## src/rtl/checksum_pkg.sv

```systemverilog
// ---------------------------------------------------------------------------
// checksum_pkg
// Shared definitions for the checksum datapath and its modulo reduction unit.
//   DEFAULT_WIDTH : default operand/result width of the modulo unit
//   MOD_BASE      : Adler-style modulus used by checksum consumers
//   state_e       : control states of the sequential modulo unit
//   cnt_bits()    : width of a counter indexing WIDTH bit positions
// ---------------------------------------------------------------------------
package checksum_pkg;

  localparam int DEFAULT_WIDTH = 16;
  localparam int MOD_BASE      = 65521;

  typedef enum logic [1:0] {
    IDLE      = 2'd0,
    BUSY      = 2'd1,
    DONE_ZERO = 2'd2
  } state_e;

  // At least one bit, so a WIDTH of 1 still yields a legal counter.
  function automatic int cnt_bits(input int w);
    return (w > 1) ? $clog2(w) : 1;
  endfunction

endpackage

```

## src/rtl/modulud_step.sv

```systemverilog
// ---------------------------------------------------------------------------
// modulud_step
// One combinational restoring-division stage: shifts the next dividend bit
// into the partial remainder and subtracts the divisor if it fits.
//   rem_i     : partial remainder entering the stage (always < divisor_i)
//   bit_i     : next dividend bit, MSB first
//   divisor_i : divisor (non-zero whenever the result is used)
//   rem_o     : partial remainder leaving the stage
//   q_o       : quotient bit produced by this stage
// ---------------------------------------------------------------------------
module modulud_step #(
  parameter int WIDTH = 16
) (
  input  logic [WIDTH-1:0] rem_i,
  input  logic             bit_i,
  input  logic [WIDTH-1:0] divisor_i,
  output logic [WIDTH-1:0] rem_o,
  output logic             q_o
);

  // The trial value is one bit wider than the operands so the shift
  // never overflows.
  logic [WIDTH:0]   trial;
  logic [WIDTH-1:0] diff;

  assign trial = {rem_i, bit_i};
  assign q_o   = (trial >= {1'b0, divisor_i});

  // When the subtraction is taken, trial - divisor < divisor, so the
  // difference always fits in WIDTH bits and the low-bit subtraction
  // (modulo 2^WIDTH) is exact.
  assign diff  = trial[WIDTH-1:0] - divisor_i;
  assign rem_o = q_o ? diff : trial[WIDTH-1:0];

endmodule

```

## src/rtl/modulud.sv

```systemverilog
// ---------------------------------------------------------------------------
// modulud
// Sequential unsigned divide/modulo unit using restoring shift-subtract, one
// quotient bit per clock. One request in flight; valid/ready on the input
// side, a single-cycle out_valid pulse on the output side.
//   clk, rst     : clock, synchronous active-high reset
//   in_valid     : request; operands sampled when in_valid && in_ready
//   in_ready     : high only while idle
//   dividend     : unsigned numerator
//   divisor      : unsigned modulus
//   out_valid    : one-cycle pulse, quotient/result/div_by_zero valid
//   quotient     : floor(dividend / divisor), all-ones on divide by zero
//   result       : dividend mod divisor, dividend on divide by zero
//   div_by_zero  : set alongside out_valid when the divisor was zero
// Latency: WIDTH clocks after acceptance, or 1 clock for a zero divisor.
// Outputs hold their last completed values until the next completion.
// ---------------------------------------------------------------------------
module modulud
  import checksum_pkg::*;
#(
  parameter int WIDTH = DEFAULT_WIDTH
) (
  input  logic             clk,
  input  logic             rst,
  input  logic             in_valid,
  output logic             in_ready,
  input  logic [WIDTH-1:0] dividend,
  input  logic [WIDTH-1:0] divisor,
  output logic             out_valid,
  output logic [WIDTH-1:0] quotient,
  output logic [WIDTH-1:0] result,
  output logic             div_by_zero
);

  localparam int CNT_W = cnt_bits(WIDTH);
  localparam logic [CNT_W-1:0] CNT_LAST = CNT_W'(WIDTH - 1);

  state_e           state_q, state_d;
  logic [WIDTH-1:0] dvd_q, dvd_d;
  logic [WIDTH-1:0] dvs_q, dvs_d;
  logic [WIDTH-1:0] rem_q, rem_d;
  logic [WIDTH-1:0] quo_q, quo_d;
  logic [CNT_W-1:0] cnt_q, cnt_d;
  logic             out_valid_q, out_valid_d;
  logic [WIDTH-1:0] quotient_q, quotient_d;
  logic [WIDTH-1:0] result_q, result_d;
  logic             dbz_q, dbz_d;

  logic [WIDTH-1:0] step_rem;
  logic             step_q;
  logic [WIDTH-1:0] quo_shifted;

  // Dividend bits are consumed MSB first, selected directly by the counter.
  modulud_step #(
    .WIDTH (WIDTH)
  ) u_step (
    .rem_i     (rem_q),
    .bit_i     (dvd_q[cnt_q]),
    .divisor_i (dvs_q),
    .rem_o     (step_rem),
    .q_o       (step_q)
  );

  // Partial quotient with the current stage's bit appended at the LSB.
  generate
    if (WIDTH > 1) begin : g_shift
      assign quo_shifted = {quo_q[WIDTH-2:0], step_q};
    end else begin : g_shift1
      assign quo_shifted = step_q;
    end
  endgenerate

  always_comb begin
    state_d     = state_q;
    dvd_d       = dvd_q;
    dvs_d       = dvs_q;
    rem_d       = rem_q;
    quo_d       = quo_q;
    cnt_d       = cnt_q;
    out_valid_d = 1'b0;
    quotient_d  = quotient_q;
    result_d    = result_q;
    dbz_d       = dbz_q;

    unique case (state_q)
      IDLE: begin
        if (in_valid) begin
          dvd_d   = dividend;
          dvs_d   = divisor;
          rem_d   = '0;
          quo_d   = '0;
          cnt_d   = CNT_LAST;
          state_d = (divisor != '0) ? BUSY : DONE_ZERO;
        end
      end

      BUSY: begin
        rem_d = step_rem;
        quo_d = quo_shifted;
        if (cnt_q == '0) begin
          quotient_d  = quo_shifted;
          result_d    = step_rem;
          dbz_d       = 1'b0;
          out_valid_d = 1'b1;
          state_d     = IDLE;
        end else begin
          cnt_d = cnt_q - 1'b1;
        end
      end

      DONE_ZERO: begin
        quotient_d  = '1;
        result_d    = dvd_q;
        dbz_d       = 1'b1;
        out_valid_d = 1'b1;
        state_d     = IDLE;
      end

      default: begin
        state_d = IDLE;
      end
    endcase
  end

  always_ff @(posedge clk) begin
    if (rst) begin
      state_q     <= IDLE;
      dvd_q       <= '0;
      dvs_q       <= '0;
      rem_q       <= '0;
      quo_q       <= '0;
      cnt_q       <= '0;
      out_valid_q <= 1'b0;
      quotient_q  <= '0;
      result_q    <= '0;
      dbz_q       <= 1'b0;
    end else begin
      state_q     <= state_d;
      dvd_q       <= dvd_d;
      dvs_q       <= dvs_d;
      rem_q       <= rem_d;
      quo_q       <= quo_d;
      cnt_q       <= cnt_d;
      out_valid_q <= out_valid_d;
      quotient_q  <= quotient_d;
      result_q    <= result_d;
      dbz_q       <= dbz_d;
    end
  end

  assign in_ready    = (state_q == IDLE);
  assign out_valid   = out_valid_q;
  assign quotient    = quotient_q;
  assign result      = result_q;
  assign div_by_zero = dbz_q;

endmodule

```

## config.mk

```make
export PLATFORM = sky130hd
export DESIGN_NAME = modulud
export DESIGN_NICKNAME = d
export VERILOG_FILES = /design/src/rtl/checksum_pkg.sv /design/src/rtl/modulud_step.sv /design/src/rtl/modulud.sv
export SDC_FILE = /design/constraint.sdc
export NUM_CORES = 1
export LEC_CHECK = 0
export BUFFER_PORTS_ARGS = -buffer_cell sky130_fd_sc_hd__buf_2
export CORE_ASPECT_RATIO = 0.7
export CORE_UTILIZATION = 50
export CTS_BUF_LIST = sky130_fd_sc_hd__clkbuf_4 sky130_fd_sc_hd__clkbuf_8
export CTS_CLUSTER_SIZE = 30
export DETAILED_ROUTE_END_ITERATION = 10
export MAX_ROUTING_LAYER = met4
export PLACE_DENSITY = 0.75
export SLEW_MARGIN = 40
export SYNTH_ARGS = -nofsm -noshare
export SYNTH_HDL_FRONTEND = slang
export SYNTH_SLANG_ARGS = --single-unit
```

## constraint.sdc

```tcl
create_clock -name clk -period 6.5 [get_ports clk]
set_clock_uncertainty 0.15 [all_clocks]
set_input_delay 1.3 -clock clk [delete_from_list [all_inputs] [get_ports clk]]
set_output_delay 1.3 -clock clk [all_outputs]
set_load 0.03 [all_outputs]
```

# Word level (Yosys, flattened, before mapping)
# Index checks and enable logic that the tools add are counted.
# totals
register_bits	103
in_bits	35
out_inout_bits	35
# classes
add_sub_neg	2
n_lt_le_gt_ge	2
n_eq_ne	5
muxes	21
reduce_logical	10
# op_table
op	count
16-bit case mux with 2 select lines	3
16-bit two-way mux	4
15-bit case mux with 2 select lines	1
17-bit by 16-bit greater-or-equal comparator with 1-bit output	1
16-bit nonzero test	1
16-bit subtractor	1
4-bit two-way mux	2
4-bit case mux with 2 select lines	1
2-bit AND reduction	4
2-bit two-way mux	3
2-bit != test (second input constant)	3
4-bit by 5-bit less-than comparator with 1-bit output (second input constant)	1
1-bit binary-select mux with 4-bit select	1
4-bit zero test	1
1-bit case mux with 2 select lines	2
2-bit case mux with 2 select lines	1
2-bit nonzero test	2
4-bit by 1-bit subtractor with 4-bit output (second input constant)	1
1-bit two-way mux	3
3-bit AND reduction	1
2-bit by 1-bit equality test with 1-bit output (second input constant)	1
2-bit equality test (second input constant)	1
2-bit zero test	1

# Longest topological paths before layout
# Gate-level depths: netlist of the first run.
# depth
ltp_word	6
mapped_depth	16

# Hierarchy
# Synthesis of the first run repeated with hierarchy kept, for this count alone.
# hier_totals
cells_unflattened	596
hier_area_um2	5242.5
# modules_own_cells
module	instances	cells_each	area_per_inst_um2	seq_area_each_um2
modulud	1	440	4077.7	2062.0
modulud_step	1	156	1164.9	0.0

# Worst setup path after synthesis of the first run
# OpenSTA, ideal clock, no wires.
# synth_timing
path_type	reg2reg
startpoint	reg cnt_q[0]
endpoint	reg result_q[14] (netlist: result[14])
arrival_time_ps	3312
required_time_ps	6233
path_slack_ps	2921
stages_incl_launch_ff	16
path_buffers	1
cell_sequence	dfxtp_1 -> buf_2 -> mux4_2 -> mux2_2 -> o21ai_0 -> ha_1 -> inv_1 -> fa_1 -> a21o_1 -> a21oi_1 -> nand2b_1 -> a41oi_1 -> nor2_1 -> xor2_1 -> o211ai_1 -> a22o_1
# synth_between
elab_chain_cells	6
elab_cells_between_ends	10
cone_classes	1 x add/sub; 1 x order compare; 1 x eq/ne; 5 x mux; 2 x reduce/logical
# synth_rtl
element	line	source
start: declaration	modulud.sv:43	logic [CNT_W-1:0] cnt_q, cnt_d;
start signal: assignment	modulud.sv:143	cnt_q <= cnt_d;
1-bit binary-select mux with 4-bit select	modulud.sv:58	.bit_i (dvd_q[cnt_q]),
1-bit two-way mux (implied by the code)	modulud.sv:58	
16-bit subtractor / 17-bit by 16-bit greater-or-equal comparator with 1-bit output (equally long branches)	modulud_step.sv:32, modulud_step.sv:27	
16-bit two-way mux	modulud_step.sv:33	assign rem_o = q_o ? diff : trial[WIDTH-1:0];
16-bit two-way mux	modulud.sv:100	if (cnt_q == '0) begin
16-bit case mux with 2 select lines	modulud.sv:85	unique case (state_q)
end signal: assignment	modulud.sv:146	result_q <= result_d;
end: declaration	modulud.sv:46	logic [WIDTH-1:0] result_q, result_d;
# Several ways; a longest one is shown, not always the timed one. The select of a mux whose other input is x is not followed.
# A chain may end at the register's enable or synchronous reset.

# Worst setup path after layout of the first run
# Ends and elaborated chain as after synthesis.

==> results of run 1 <==
==> where the power goes <==
| part | total, mW | internal (mW) | switching [mW] |
|---|---|---|---|
| Clock | 0.391 | 0.172 | 0.220 |
| Combinational | 0.445 | 0.173 | 0.272 |
| Sequential | 0.698 | 0.666 | 0.0323 |
==> synth_stat cells, drive strengths merged, types with 7 or more instances <==
cell    count  area, um2
o21a        7      52.55
dfxtp     103       2062
clkbuf     32      120.1
a22o       13      113.9
o21ai      37      200.2
nor3       35      185.2
ha         21      262.8
nand2     108      405.4
a22oi      16      120.1
xor2        8      70.07
inv        24      90.09
a21oi      58      294.0
nor2       55      206.5
mux2i      14      140.1
==> metrics by stage <==
stage / std cells / worst slack, ps
after floorplan: 604 / 2921
after detailed placement: 764 / 2581
after global placement: 764 / 2658
after global routing: 780 / 2281
after CTS: 780 / 2552
final: 780 / 2557
==> worst max path at each step <==
stage,startpoint,to,slack [ps],cells past startpoint
2_1_floorplan,cnt_q[0],result[14],2920,15
3_3_place_gp,cnt_q[0],result[14],2660,14
3_5_place_dp,cnt_q[0],result[14],2580,14
4_1_cts,cnt_q[0],result[14],2550,14
5_1_grt,cnt_q[0],result[14],2280,14
6_report,cnt_q[0],result[14],2560,14
==> metal layers <==
layer | part of all wire (%) | vias to the layer above | track usage (%)
met3 | 9.2 | 16 | 5.175
li1 | - | 2184 | -
met2 | 40 | 187 | 36.78
met4 | 1.0 | 0 | 6.061
met1 | 50 | 2122 | 40.34
met5 | 0 | - | -
==> layout make-up <==
cell class,instances,area (um2),area share (%)
clock buffers,12,165.2,2.995
multi-input cells,439,2635,47.79
repair buffers,73,375.4,6.807
well taps,124,155.1,2.814
flip-flops and latches,103,2062,37.40
inverters,25,93.84,1.702
clock inverters,4,27.53,0.4992
==> flip-flops by register name, indices dropped and copies added, names as in the netlist <==
signal / cells
dvd_q: 16
dvs_q: 16
quotient: 16
rem_q: 16
result: 16
quo_q: 15
cnt_q: 4
state_q: 2
div_by_zero: 1
out_valid: 1
==> cells by family (layout without fill, tap and decap cells) <==
family / after synthesis / count (layout) / share of synthesized area, %
AND/OR/NAND/NOR: 227 / 227 / 19.95
multiplexers: 20 / 20 / 5.115
buffers and inverters: 62 / 114 / 5.115
flip-flops: 103 / 103 / 41.73
adder cells (fa/ha/maj): 22 / 22 / 5.723
AO/OA/AOI/OAI: 157 / 157 / 20.06
XOR/XNOR: 13 / 13 / 2.304
==> worst reg2reg max path: cells and delay by family (launching register included) <==
family	cells	cell delay, ps
AOI/OAI and AO/OA	6	1230
and+or+nand+nor	2	300
DFF	1	520
muxes	2	800
xor gates and xnor gates	1	190
adders and majority gates	2	610
buffers and inverters	1	50
==> results by group, run 1 <==
Min path
  – Hold Path Origin: dvs_q[14]
  – Hold depth: 2
  – Worst hold-check path type: reg2reg
  – Hold EP: dvs_q[14]

Routing
  – Vias per std cell: 5.781
  – Final WL: 12,860 um
  – DR iter-0 viols: 385
  – Post-route ant nets: 0
  – Wire length per cell after detailed routing: 16.48 um
  – Routed vias: 4,509
  – First-pass detailed-route iteration total: 5
  – Number of remaining DRC errors: 0

Critical path
  – Worst path cell trace: mux4_2 > mux2_2 > o21ai_0 > ha_1 > inv_1 > fa_1 > a21o_1 > a21oi_1 > nand2b_1 > a41oi_1 > nor2_1 > xor2_1 > o211ai_1 > a22o_1
  – Arr. time, crit path: 4060 ps
  – Worst R2R Setup Slack: 2560 ps
  – R2r startpoint: cnt_q[0]
  – Crit path buffers/inverters: 1
  – Crit Path Class: reg2reg
  – Worst R2R End: result[14]
  – Max incr delay on CP: 540 ps
  – Peak fanout along the critical path: 8
  – R2R depth: 14
  – Critical path endpoint category: flop
  – Top delay family on crit path: compound AO/OA/AOI/OAI gates
  – Worst Path Required: 6620 ps
  – Setup crit start kind: flop
  – CP max-delay cell: mux4_2

Clock network
  – Worst-Skew Late Latency: 370 ps
  – H-tree depth: 3
  – Setup bufs post-CTS: 0
  – Cts hold-fix bufs: 0
  – Total CTS buffers: 9
  – Clock sinks: 103
  – Root Buffer: clkbuf_8
  – CTS tree: built
  – Clk pin slew, worst setup/hold paths: 100 ps
  – CTS max path bufs: 2
  – Post-cts gate resize count: 0

Placed design
  – I/O Buffers: 69
  – Final GP Congestion: 0.9062
  – Post-DP Area: 5319 um2
  – Post-detail-place hpwl: 9506 um

Final layout
  – Layout cell share with drive strength beyond 1: 16.16%
  – Final net count: 708
  – Final core occ: 59.13%
  – Filler cells: 873
  – Area growth from synthesis to layout: 11.60%
  – Most frequent cells in the layout: nand2_1, dfxtp_1, buf_2
  – Antenna diodes: 0
  – Most common cell after layout, fill and taps aside: nand2_1
  – Final Instance Area: 5514 um2

Power and ir drop
  – Pwr dens: 278.3 nW/um2
  – P_leak: 2.293 nW
  – Tot Pwr: 1.535 mW
  – Worst vdd ir: 0.1547 mV

Global route
  – First-pass GRT wire length: 20,730 um
  – Grt total ovfl: 0
  – Antenna violations before repair: 0
  – Largest net degree at the start of global routing: 46
  – Vias in the first global route: 4,066
  – GRT Util Overall: 26.88%

Yosys
  – Async SR Flop Fraction: 0%
  – Cells after Synth: 604
  – Main synth FF type: dfxtp_1
  – Register area share after synthesis: 41.73%
  – Number of synthesized flops with an enable pin: 0
  – Number of synthesized register bits: 103
  – Syn Nets: 661
  – Yosys cell types: 53
  – Synthesized area per cell: 8.180 um2
  – Yosys warning total: 0
  – Synth Cell Area: 4941 um2

Floorplan
  – Core area: 9325 um2
  – Num rows: 29
  – Die area: 10,290 um2
  – Die width: 120.8 um
  – Starting Density: 52.99%
  – IO Count: 70
  – Die height: 85.17 um

STA
  – Min cycle time layout: 3943 ps
  – Fmax: 253.6 MHz
  – Final setup fails: 0
  – Worst Tran Pin Value: 843.1 ps
  – Tcrit/Tclk final: 60.67%
  – Total negative slack: 0 ps
  – Slew headroom: 43.79%
  – Final Hold Vio Count: 0
  – Hold WS: 311.4 ps
  – Max-slew violations: 0
  – RSZ-0062 raised after global routing: false

Run
  – Total of max-cap violations: 0

Outcome
  – Status: complete, no violations
Power figures use the tool's default switching activity.
==> inputs of run 2 (changes only) <==
==> constraint.sdc (replaced) <==
create_clock -name clk -period 3.69 [get_ports clk]
set_clock_uncertainty 0.15 [all_clocks]
set_input_delay 0.738 -clock clk [delete_from_list [all_inputs] [get_ports clk]]
set_output_delay 0.738 -clock clk [all_outputs]
set_load 0.03 [all_outputs]
==> results by group, run 2 (same netlist as run 1, synthesis figures left out) <==
Global route
  – Vias in the first global route: 4,120 (was 4,066)
  – Largest net degree at the start of global routing: 40 (was 46)
  – First-pass GRT wire length: 20,760 um (was 20,730 um)
  – Antenna violations before repair: 0 (unchanged)
  – Grt total ovfl: 0 (unchanged)
  – GRT Util Overall: 26.97% (was 26.88%)

Clock network
  – CTS tree: built (unchanged)
  – CTS max path bufs: 2 (unchanged)
  – Root Buffer: clkbuf_8 (unchanged)
  – H-tree depth: 3 (unchanged)
  – Clk pin slew, worst setup/hold paths: 100 ps (about the same)
  – Cts hold-fix bufs: 0 (unchanged)
  – Worst-Skew Late Latency: 380 ps (was 370 ps)
  – Total CTS buffers: 9 (unchanged)
  – Clock sinks: 103 (unchanged)

Floorplan
  – Die height: 85.17 um (unchanged)
  – IO Count: 70 (unchanged)
  – Die area: 10,290 um2 (unchanged)
  – Die width: 120.8 um (unchanged)
  – Num rows: 29 (unchanged)
  – Starting Density: 52.99% (unchanged)
  – Core area: 9325 um2 (unchanged)

Outcome
  – Status: complete, no violations (unchanged)

Placed design
  – I/O Buffers: 69 (unchanged)
  – Final GP Congestion: 0.9137 (was 0.9062)
  – Post-detail-place hpwl: 9765 um (was 9506 um)
  – Post-DP Area: 5388 um2 (was 5319 um2)

Routing
  – Number of remaining DRC errors: 0 (unchanged)
  – DR iter-0 viols: 427 (was 385)
  – First-pass detailed-route iteration total: 5 (unchanged)
  – Routed vias: 4,562 (was 4,509)
  – Vias per std cell: 5.775 (was 5.781)
  – Wire length per cell after detailed routing: 16.63 um (was 16.48 um)
  – Post-route ant nets: 0 (unchanged)
  – Final WL: 13,140 um (was 12,860 um)

Final layout
  – Final net count: 719 (was 708)
  – Antenna diodes: 0 (unchanged)
  – Filler cells: 829 (was 873)
  – Layout cell share with drive strength beyond 1: 17.87% (was 16.16%)
  – Area growth from synthesis to layout: 14.28% (was 11.60%)
  – Most frequent cells in the layout: nand2_1, dfxtp_1, buf_2 (unchanged)
  – Final core occ: 60.55% (was 59.13%)
  – Register area: 2067 um2 (was 2062 um2)
  – Area occupied by multi-input gates: 2663 um2 (was 2635 um2)
  – Most common cell after layout, fill and taps aside: nand2_1 (unchanged)
  – Final Instance Area: 5647 um2 (was 5514 um2)

Power and ir drop
  – Comb pwr share: 29.5% (was 29.0%)
  – Net load switching power: 0.9502 mW (was 0.5242 mW)
  – Clk network pwr share: 27.3% (was 25.5%)
  – Worst vdd ir: 0.2907 mV (was 0.1547 mV)
  – Switching Fraction: 33.45% (was 34.15%)
  – P_int: 1.891 mW (was 1.011 mW)
  – Tot Pwr: 2.841 mW (was 1.535 mW)
  – Reg power frac: 43.3% (was 45.5%)
  – P_leak: 2.360 nW (was 2.293 nW)
  – Pwr dens: 503.1 nW/um2 (was 278.3 nW/um2)

Critical path
  – Setup crit start kind: flop (unchanged)
  – End of the critical path: result[14] (unchanged)
  – Worst R2R End: result[14] (unchanged)
  – Arr. time, crit path: 3660 ps (was 4060 ps)
  – Worst Path Required: 3810 ps (was 6620 ps)
  – Crit Path Class: reg2reg (unchanged)
  – R2r startpoint: cnt_q[0] (unchanged)
  – R2R depth: 16 (was 14)
  – Critical path endpoint category: flop (unchanged)
  – Critical path startpoint: cnt_q[0] (unchanged)
  – Worst R2R Setup Slack: 150 ps (was 2560 ps)
  – Peak fanout along the critical path: 6 (was 8)

Min path
  – Worst hold-check path type: reg2reg (unchanged)
  – Hold Path Origin: dvs_q[3] (was dvs_q[14])

STA
  – Min cycle time layout: 3541 ps (was 3943 ps)
  – Fmax: 282.4 MHz (was 253.6 MHz)
  – Worst Tran Pin Value: 775.6 ps (was 843.1 ps)
  – Total negative slack: 0 ps (unchanged)
  – Tcrit/Tclk final: 95.95% (was 60.67%)
  – Max-slew violations: 0 (unchanged)
  – Final Hold Vio Count: 0 (unchanged)
  – Final setup fails: 0 (unchanged)
  – Slew headroom: 48.30% (was 43.79%)

Run
  – Total of max-cap violations: 0 (unchanged)
## run 2: changes by cell type in the layout (fill, tap and decap cells not counted), moves of 2 or more
cell       before  now
buf_4           4   13
clkbuf_8       12    9
bufinv_16       0    2
dfxtp_1       103  101
nor2_1         52   54
nor2_2          3    1
## run 2: metal layers
metal / global-route usage [%] / wire length [um]
met3: 4.973 / 1030
met1: 41.11 / 6648
met5: - / 0
met4: 6.958 / 133
met2: 35.89 / 5328
## run 2: worst min path at each step
stage,end,slack (ps),cells after the start
floorplan,dvs_q[10],290,2
CTS,dvs_q[12],310,2
finish,dvs_q[3],310,2
global placement,dvs_q[3],290,2
global route,dvs_q[12],340,2
detailed placement,dvs_q[12],300,2
## run 2: area by class of cell
cell class	count	area share, %
multi-input cells	440	47.15
repair buffers	83	8.043
clock buffers	10	2.327
clock inverters	5	1.462
inverters	25	1.662
flip-flops and latches	103	36.61
well taps	124	2.748
## run 2: power by group through the flow
stage	clock (mW)	combinational (mW)	sequential [mW]
detailed placement	0	0.797	1.25
finish	0.775	0.837	1.23
global placement	0	0.773	1.25
CTS	0.784	0.803	1.22
floorplan	0	0.593	1.27
global route	0.830	0.913	1.24
## run 2: timing repair
item                       in CTS  in global routing
resized for setup               2                  8
setup endpoints to repair       9                 19
pin swaps                       0                  2
buffers inserted                0                  0
gates cloned                    0                  1
## run 2: per-stage QoR
stage | hold WS [ps] | std cells | setup WS (ps)
6_report | 310.9 | 790 | 149.5
3_3_place_gp | 294.9 | 774 | 3.814
3_5_place_dp | 298.0 | 774 | -101.3
4_1_cts | 312.0 | 789 | 74.09
5_1_grt | 336.3 | 790 | -15.43
2_1_floorplan | 286.3 | 604 | 110.9
## run 2: critical path, stage by stage (launching register included)
cell and delay (ps):
dfxtp_4 380, buf_6 120, mux4_2 500, mux2i_1 160, nand2_1 130, o21ai_4 120
ha_1 180, inv_1 50, fa_2 340, a21o_1 190, a21oi_2 160, nand2b_4 140
a41oi_1 100, nor2_1 150, xor2_1 200, o211ai_1 130, a22o_1 230
==> inputs of run 3 (changes only) <==
--- a/config.mk
+++ b/config.mk
@@ -11,9 +11,12 @@
 export CTS_BUF_LIST = sky130_fd_sc_hd__clkbuf_4 sky130_fd_sc_hd__clkbuf_8
 export CTS_CLUSTER_SIZE = 30
 export DETAILED_ROUTE_END_ITERATION = 10
+export HOLD_SLACK_MARGIN = 0.03
 export MAX_ROUTING_LAYER = met4
 export PLACE_DENSITY = 0.75
+export RECOVER_POWER = 25
 export SLEW_MARGIN = 40
 export SYNTH_ARGS = -nofsm -noshare
 export SYNTH_HDL_FRONTEND = slang
 export SYNTH_SLANG_ARGS = --single-unit
+export TNS_END_PERCENT = 30
==> results by group, run 3 (same netlist as run 1, synthesis figures left out) <==
Final layout
  – Final Instance Area: 5607 um2 (was 5647 um2)
  – Filler cells: 846 (was 829)
  – Final net count: 719 (unchanged)
  – Most frequent cells in the layout: nand2_1, dfxtp_1, a21oi_1 (was nand2_1, dfxtp_1, buf_2)
  – Area growth from synthesis to layout: 13.47% (was 14.28%)
  – Most common cell after layout, fill and taps aside: nand2_1 (unchanged)
  – Final core occ: 60.12% (was 60.55%)
  – Antenna diodes: 0 (unchanged)
  – Layout cell share with drive strength beyond 1: 13.06% (was 17.87%)

Global route
  – First-pass GRT wire length: 20,760 um (unchanged)
  – Antenna violations before repair: 0 (unchanged)
  – Grt total ovfl: 0 (unchanged)
  – Largest net degree at the start of global routing: 40 (unchanged)
  – Vias in the first global route: 4,120 (unchanged)
  – GRT Util Overall: 26.97% (unchanged)

Power and ir drop
  – P_leak: 2.222 nW (was 2.360 nW)
  – Pwr dens: 505.4 nW/um2 (was 503.1 nW/um2)
  – Worst vdd ir: 0.2917 mV (was 0.2907 mV)

Routing
  – Max layer used: met4 (unchanged)
  – DR iter-0 viols: 409 (was 427)
  – Number of remaining DRC errors: 0 (unchanged)
  – Metal3 WL: 981 um (was 1030 um)
  – Vias per std cell: 5.776 (was 5.775)
  – Routed vias: 4,563 (was 4,562)
  – Post-route ant nets: 0 (unchanged)
  – Met1 Routed Length: 6734 um (was 6648 um)
  – Wire length per cell after detailed routing: 16.65 um (was 16.63 um)
  – Met2 WL: 5274 um (was 5328 um)
  – First-pass detailed-route iteration total: 5 (unchanged)
  – Final WL: 13,160 um (was 13,140 um)

Min path
  – Worst hold-check path type: reg2reg (unchanged)

STA
  – Final setup fails: 0 (unchanged)
  – Fmax: 281.6 MHz (was 282.4 MHz)
  – Hold WS: 310.8 ps (was 310.9 ps)
  – Tcrit/Tclk final: 96.22% (was 95.95%)
  – Final Hold Vio Count: 0 (unchanged)
  – Max-slew violations: 0 (unchanged)
  – Min cycle time layout: 3551 ps (was 3541 ps)
  – Slew headroom: 28.27% (was 48.30%)
  – Worst Tran Pin Value: 1075 ps (was 775.6 ps)

Floorplan
  – Num rows: 29 (unchanged)
  – IO Count: 70 (unchanged)
  – Starting Density: 52.99% (unchanged)
  – Die area: 10,290 um2 (unchanged)
  – Core area: 9325 um2 (unchanged)
  – Die width: 120.8 um (unchanged)
  – Die height: 85.17 um (unchanged)

Critical path
  – CP max-delay cell: mux4_2 (unchanged)
  – Setup crit start kind: flop (unchanged)
  – Worst Path Required: 3810 ps (about the same)
  – Arr. time, crit path: 3670 ps (was 3660 ps)
  – Peak fanout along the critical path: 6 (unchanged)
  – Crit Path Class: reg2reg (unchanged)
  – Top delay family on crit path: compound AO/OA/AOI/OAI gates (unchanged)
  – Worst path cell trace: buf_6 > mux4_2 > mux2i_1 > nand2_1 > o21ai_4 > ha_1 > inv_1 > fa_2 > a21o_1 > a21oi_2 > nand2b_4 > a41oi_1 > nor2_1 > xor2_1 > o211ai_1 > a22o_1 (unchanged)
  – Critical path endpoint category: flop (unchanged)
  – Max incr delay on CP: 500 ps (about the same)
  – Crit path buffers/inverters: 2 (unchanged)

Clock network
  – Root Buffer: clkbuf_8 (unchanged)
  – Clk pin slew, worst setup/hold paths: 100 ps (about the same)
  – H-tree depth: 3 (unchanged)
  – Clock sinks: 103 (unchanged)
  – Cts hold-fix bufs: 0 (unchanged)
  – Worst-Skew Late Latency: 380 ps (about the same)
  – CTS tree: built (unchanged)
  – Total CTS buffers: 9 (unchanged)
  – CTS max path bufs: 2 (unchanged)

Placed design
  – Final GP Congestion: 0.9137 (unchanged)
  – Post-detail-place hpwl: 9765 um (unchanged)
  – I/O Buffers: 69 (unchanged)
  – Post-DP Area: 5388 um2 (unchanged)

Run
  – Total of max-cap violations: 0 (unchanged)

Outcome
  – Status: complete, no violations (unchanged)
-- run 3: worst paths after layout --
| kind | end | slack [ps] | from | depth (start not counted) |
|---|---|---|---|---|
| setup / recovery | result[14] | 140 | cnt_q[0] | 16 |
| hold / removal | dvs_q[3] | 310 | dvs_q[3] | 2 |
| setup reg to reg | result[14] | 140 | cnt_q[0] | 16 |
| hold reg to reg | dvs_q[3] | 310 | dvs_q[3] | 2 |
-- run 3: routing by layer --
metal,global-route usage [%],vias to the layer above
met2,35.89,189
met1,41.11,2150
met3,4.973,17
met5,-,-
met4,6.958,0
li1,-,2207
-- run 3: area by class of cell --
cell class	instances	area, um2	area share (%)
repair buffers	83	414.1	7.387
multi-input cells	440	2663	47.49
flip-flops and latches	103	2067	36.87
well taps	124	155.1	2.767
inverters	25	93.84	1.674
clock inverters	5	82.58	1.473
clock buffers	10	131.4	2.343
-- run 3: through the flow --
| stage | setup slack (ps) | TNS (ps) | instances | total power [mW] |
|---|---|---|---|---|
| 4_1_cts | 74.09 | 0 | 789 | 2.812 |
| 5_1_grt | -15.43 | -15.43 | 790 | 2.973 |
| 3_3_place_gp | 3.814 | 0 | 774 | 2.020 |
| 2_1_floorplan | 110.9 | 0 | 604 | 1.867 |
| 6_report | 139.3 | 0 | 790 | 2.834 |
| 3_5_place_dp | -101.3 | -219.7 | 774 | 2.048 |
-- run 3: worst reg2reg max path: stages (launching register included) --
cell	delay (ps)
dfxtp_4	380
buf_6	120
mux4_2	500
mux2i_1	150
nand2_1	130
o21ai_4	120
ha_1	180
inv_1	50
fa_2	340
a21o_1	190
a21oi_2	160
nand2b_4	140
a41oi_1	100
nor2_1	150
xor2_1	200
o211ai_1	130
a22o_1	230
-- run 3: timing repair --
item                       in CTS  in global routing
resized for setup               2                  8
setup endpoints to repair       9                 19
cloned                          0                  1
setup buffers                   0                  0
pin swaps                       0                  2
-- run 3: report_power, final --
part / leakage, nW / internal [mW] / switching (mW) / total (mW)
clock: 0.110 / 0.389 / 0.383 / 0.772
combinational: 1.27 / 0.322 / 0.511 / 0.833
sequential: 0.839 / 1.17 / 0.0555 / 1.23
total: 2.22 / 1.88 / 0.949 / 2.83
